===== src/rtl/run_ctrl.sv =====
// Run controller: resets the core, launches a program on start, counts RUN cycles until done/timeout.
// Latency: start edge -> core_reset low after RST_CYCLES+1 edges; result presented the edge after done/timeout.
// Backpressure: result held in REPORT (core parked in reset) until result_valid && result_ready.
//
// Ports:
//   clk, reset        single rising-edge clock; asynchronous active-high reset
//   start             launch request, sampled only in IDLE
//   core_done         done output of the processor top
//   core_reset        reset to the processor top (low only while RUN)
//   busy              controller not IDLE
//   result_valid/_ready  valid/ready handshake for cycle_count and timed_out
//   cycle_count       RUN cycles of the last run
//   timed_out         last run ended by TIMEOUT rather than core_done
module run_ctrl #(
  parameter int RST_CYCLES = 2,
  parameter int CNT_W      = 16,
  parameter int TIMEOUT    = 1000
) (
  input  logic             clk,
  input  logic             reset,
  input  logic             start,
  input  logic             core_done,
  output logic             core_reset,
  output logic             busy,
  output logic             result_valid,
  input  logic             result_ready,
  output logic [CNT_W-1:0] cycle_count,
  output logic             timed_out
);

  localparam int RC_W = (RST_CYCLES > 1) ? $clog2(RST_CYCLES) : 1;
  localparam logic [RC_W-1:0]  RST_INIT = RC_W'(RST_CYCLES - 1);
  localparam logic [CNT_W-1:0] TO_LAST  = CNT_W'(TIMEOUT - 1);

  typedef enum logic [1:0] {
    S_IDLE       = 2'd0,
    S_RESET_CORE = 2'd1,
    S_RUN        = 2'd2,
    S_REPORT     = 2'd3
  } state_t;

  state_t           state_q, state_d;
  logic [RC_W-1:0]  rst_cnt_q, rst_cnt_d;
  logic [CNT_W-1:0] cycle_count_q, cycle_count_d;
  logic             timed_out_q, timed_out_d;
  // The core reports done while its PC sits at index 0, which is also true
  // straight out of reset; done is only believed once it has been seen low.
  logic             armed_q, armed_d;

  always_ff @(posedge clk or posedge reset) begin
    if (reset) begin
      state_q       <= S_IDLE;
      rst_cnt_q     <= '0;
      cycle_count_q <= '0;
      timed_out_q   <= 1'b0;
      armed_q       <= 1'b0;
    end else begin
      state_q       <= state_d;
      rst_cnt_q     <= rst_cnt_d;
      cycle_count_q <= cycle_count_d;
      timed_out_q   <= timed_out_d;
      armed_q       <= armed_d;
    end
  end

  always_comb begin
    state_d       = state_q;
    rst_cnt_d     = rst_cnt_q;
    cycle_count_d = cycle_count_q;
    timed_out_d   = timed_out_q;
    armed_d       = armed_q;
    case (state_q)
      S_IDLE: begin
        if (start) begin
          state_d       = S_RESET_CORE;
          rst_cnt_d     = RST_INIT;
          cycle_count_d = '0;
          timed_out_d   = 1'b0;
          armed_d       = 1'b0;
        end
      end
      S_RESET_CORE: begin
        if (rst_cnt_q == '0) begin
          state_d = S_RUN;
        end else begin
          rst_cnt_d = rst_cnt_q - RC_W'(1);
        end
      end
      S_RUN: begin
        // Counts every RUN edge, including the one that leaves RUN.
        cycle_count_d = cycle_count_q + CNT_W'(1);
        if (!core_done) begin
          armed_d = 1'b1;
        end
        // Done takes priority over a coincident timeout.
        if (armed_q && core_done) begin
          state_d     = S_REPORT;
          timed_out_d = 1'b0;
        end else if (cycle_count_q == TO_LAST) begin
          state_d     = S_REPORT;
          timed_out_d = 1'b1;
        end
      end
      S_REPORT: begin
        if (result_ready) begin
          state_d = S_IDLE;
        end
      end
      default: state_d = S_IDLE;
    endcase
  end

  // Outputs decode from registered state so core_reset follows reset asynchronously.
  assign core_reset   = (state_q != S_RUN);
  assign busy         = (state_q != S_IDLE);
  assign result_valid = (state_q == S_REPORT);
  assign cycle_count  = cycle_count_q;
  assign timed_out    = timed_out_q;

endmodule


===== config.mk =====
export PLATFORM = sky130hd
export DESIGN_NAME = run_ctrl
export DESIGN_NICKNAME = d
export VERILOG_FILES = /design/src/rtl/run_ctrl.sv
export SDC_FILE = /design/constraint.sdc
export NUM_CORES = 1
export LEC_CHECK = 0
export CAP_MARGIN = 10
export CORE_ASPECT_RATIO = 1.5
export CORE_MARGIN = 2
export CORE_UTILIZATION = 39
export CTS_CLUSTER_SIZE = 28
export DETAILED_ROUTE_END_ITERATION = 16
export GPL_ROUTABILITY_DRIVEN = 0
export GPL_TIMING_DRIVEN = 1
export PLACE_DENSITY = 0.69
export REMOVE_ABC_BUFFERS = 1
export SLEW_MARGIN = 30
export SYNTH_ARGS = -nofsm -noshare
export SYNTH_HDL_FRONTEND = slang
export SYNTH_SLANG_ARGS = --single-unit
export TNS_END_PERCENT = 20

===== constraint.sdc =====
create_clock -name clk -period 6.9 [get_ports clk]
set_input_delay 1.38 -clock clk [delete_from_list [all_inputs] [get_ports clk]]
set_output_delay 1.38 -clock clk [all_outputs]
set_load 0.05 [all_outputs]

==> results.toml <==
[routing]
wl_um = 2420
viasPerCell = 5.31
ant_nets = 0
dr.pass1.iters = 4
num_vias = 983
drc = 0
wl_per_cell_um = 13.1
drt_iter0_drc = 4

[worst_setup_path]
crit_chain = "inv_1, ha_1, inv_1, clkdlybuf4s50_1"
crit_path_frequent_cell = "inv_1"
worstSetupPathType = "register to primary output"
critPathMaxStageDelay_ps = 820
cp_top_family = "buffers and inverters"
slowest_stage = "clkdlybuf4s50_1"
worst_setup_path_start_kind = "register"
required_ps = 5520
arrival_ps = 2040
end_kind = "primary output"
critPathBufInv = 3
critPathMaxFanout = 7

[logic_synthesis]
async_flop_share_pct = 100
yosysTopAreaCell = "dfrtp_1"
ys_ff_latch = 21
ys_types = 27
yosys_warnings = 0
ys.flop_type = "dfrtp_1"
synth_edf_count = 0
synth_top_area_share_pct = 46.1
synthCells = 122
synth_area_leaders = "dfrtp_1 46%, ha_1 6.6%, a21oi_1 4.4%"
ys_seq_area_share_pct = 46.1
synth_area_per_cell_um2 = 9.34
syn_area_um2 = 1140

[timing]
hold_viol_final = 0
fin_setup_tns_ps = 0
finalCriticalPeriod_ps = 3420
fin_skew_ps = 4.44
grt_setup_unrepaired = "false"
clock.fmax_mhz = 292
hold_ws_ps = 534
period_share_pct = 49.6
tightest_slew_ps = 839
finalMaxSlewViolations = 0
relSlewSlack_pct = 43.9
setup_violations = 0

[finish]
diodes = 0
fillers = 266
design_area_um2 = 1460
final_nets = 158
drive_gt1_share_pct = 4.79
area_growth_pct = 28.3
fin_util_pct = 51.3

[place]
io_buffers = 24
dpl.hpwl_um = 1830
postPlaceCellArea_um2 = 1410

[floorplanning]
io_pins = 25
num_rows = 24
start_util_pct = 40.0
die_w_um = 48.1
die_area_um2 = 3380
core_area_um2 = 2850
dieHeight_um = 70.2

[clock_tree]
cts-root-buf = "clkbuf_8"
clk_pin_slew_ps = 80
cts_hold_buf = 0
clk_latency_ps = 260
clock_path_buffers = 2
cts-resized-gates = 0
cts_buffers = 3
cts_tree = "done"
post-cts-setup-buffers = 0
htreeDepth = 1
clock-sinks = 21

[global_routing]
grt_overflow = 0
antenna_found_initial = 0
grt_use_total_pct = 16.3
grt_max_degree = 22
grt_pass1_wl_um = 4080
grt_pass1_vias = 963

[power]
power_mw = 0.486
powerDensity_nw_per_um2 = 332
p_leak_nw = 0.595
peakVddDrop_uv = 241

[run_status]
status = "finished clean"

[worst_hold_path]
worstHoldPathType = "register to register"

[run]
cap_violations = 0
-- sequential cells by signal (all words and copies together), names as in the netlist --
| register | count |
|---|---|
| armed_q | 1 |
| cycle_count | 16 |
| rst_cnt_q | 1 |
| state_q | 2 |
| timed_out | 1 |
-- final cells by class --
cell class	instances	area, µm²	area share [%]
clock buffers	3	41.3	2.82
clock inverters	1	5.00	0.342
inverters	8	30.0	2.05
multi-input cells	89	572	39.1
flip-flops and latches	21	526	35.9
well taps	39	48.8	3.34
repair buffers	24	240	16.4
-- tightest hold or removal path, cell delays in order (launching register included) --
cell and delay (ps):
dfrtp_1 370, nand2_1 50, o21ai_0 70
-- path summary, 6_finish.rpt --
check	from	end	slack (ps)	cells after the start
setup / recovery	state_q[0]	core_reset	3480	4
hold / removal	rst_cnt_q	rst_cnt_q	530	2
setup reg to reg	state_q[0]	cycle_count[13]	4330	6
hold reg to reg	rst_cnt_q	rst_cnt_q	530	2
max in group asynchronous	reset	cycle_count[4]	4830	2
min in group asynchronous	reset	state_q[0]	1560	2
-- metrics by stage --
step                      worst slack, ps  instances
final                                3480        185
after detailed placement             3150        181
after floorplan                      3900        118
after CTS                            3420        185
after global routing                 3400        185
after global placement               3210        181
-- where the power goes --
part | internal, mW | total [mW] | switching (mW)
logic | 0.0834 | 0.236 | 0.153
clock network | 0.0403 | 0.0806 | 0.0403
registers | 0.145 | 0.169 | 0.0239
-- cell usage after synthesis, types with 2 or more instances --
cell / n
nor2_1: 12
ha_1: 6
nand2_1: 10
clkbuf_1: 3
nand4_1: 3
a21oi_1: 10
o21ai_0: 6
nor4_1: 4
mux2i_1: 2
xnor2_1: 5
or4_1: 6
or3_1: 5
inv_1: 8
o31ai_1: 5
nand3_1: 5
dfrtp_1: 21
-- cell usage in the layout, fill, tap and decap left out, types with 3 or more instances in the layout --
master / count
dfrtp_1: 21
nand4_1: 3
nand2_1: 10
nor2_1: 12
nor4_1: 4
clkbuf_8: 3
xnor2_1: 5
nand3_1: 5
ha_1: 6
o31ai_1: 5
o21ai_0: 6
a21oi_1: 10
clkdlybuf4s50_1: 24
inv_1: 8
or3_1: 5
or4_1: 6
-- cells by family after synthesis --
group	Yosys count	share of synthesized area [%]
and+or+nand+nor	49	22.4
adders and majority gates	6	6.59
xor gates and xnor gates	6	4.61
DFF	21	46.1
buffers and inverters	12	4.06
AOI/OAI and AO/OA	25	13.5
muxes	3	2.74
-- per-layer routing --
layer | vias up | GRT usage [%] | routed length [µm]
met2 | 21 | 27.8 | 1300
li1 | 486 | - | -
met1 | 471 | 19.1 | 1000
met3 | 5 | 2.33 | 66
met4 | 0 | 6.31 | 50
met5 | - | 0 | 0
Note: power is estimated with default switching activity, not from simulation.
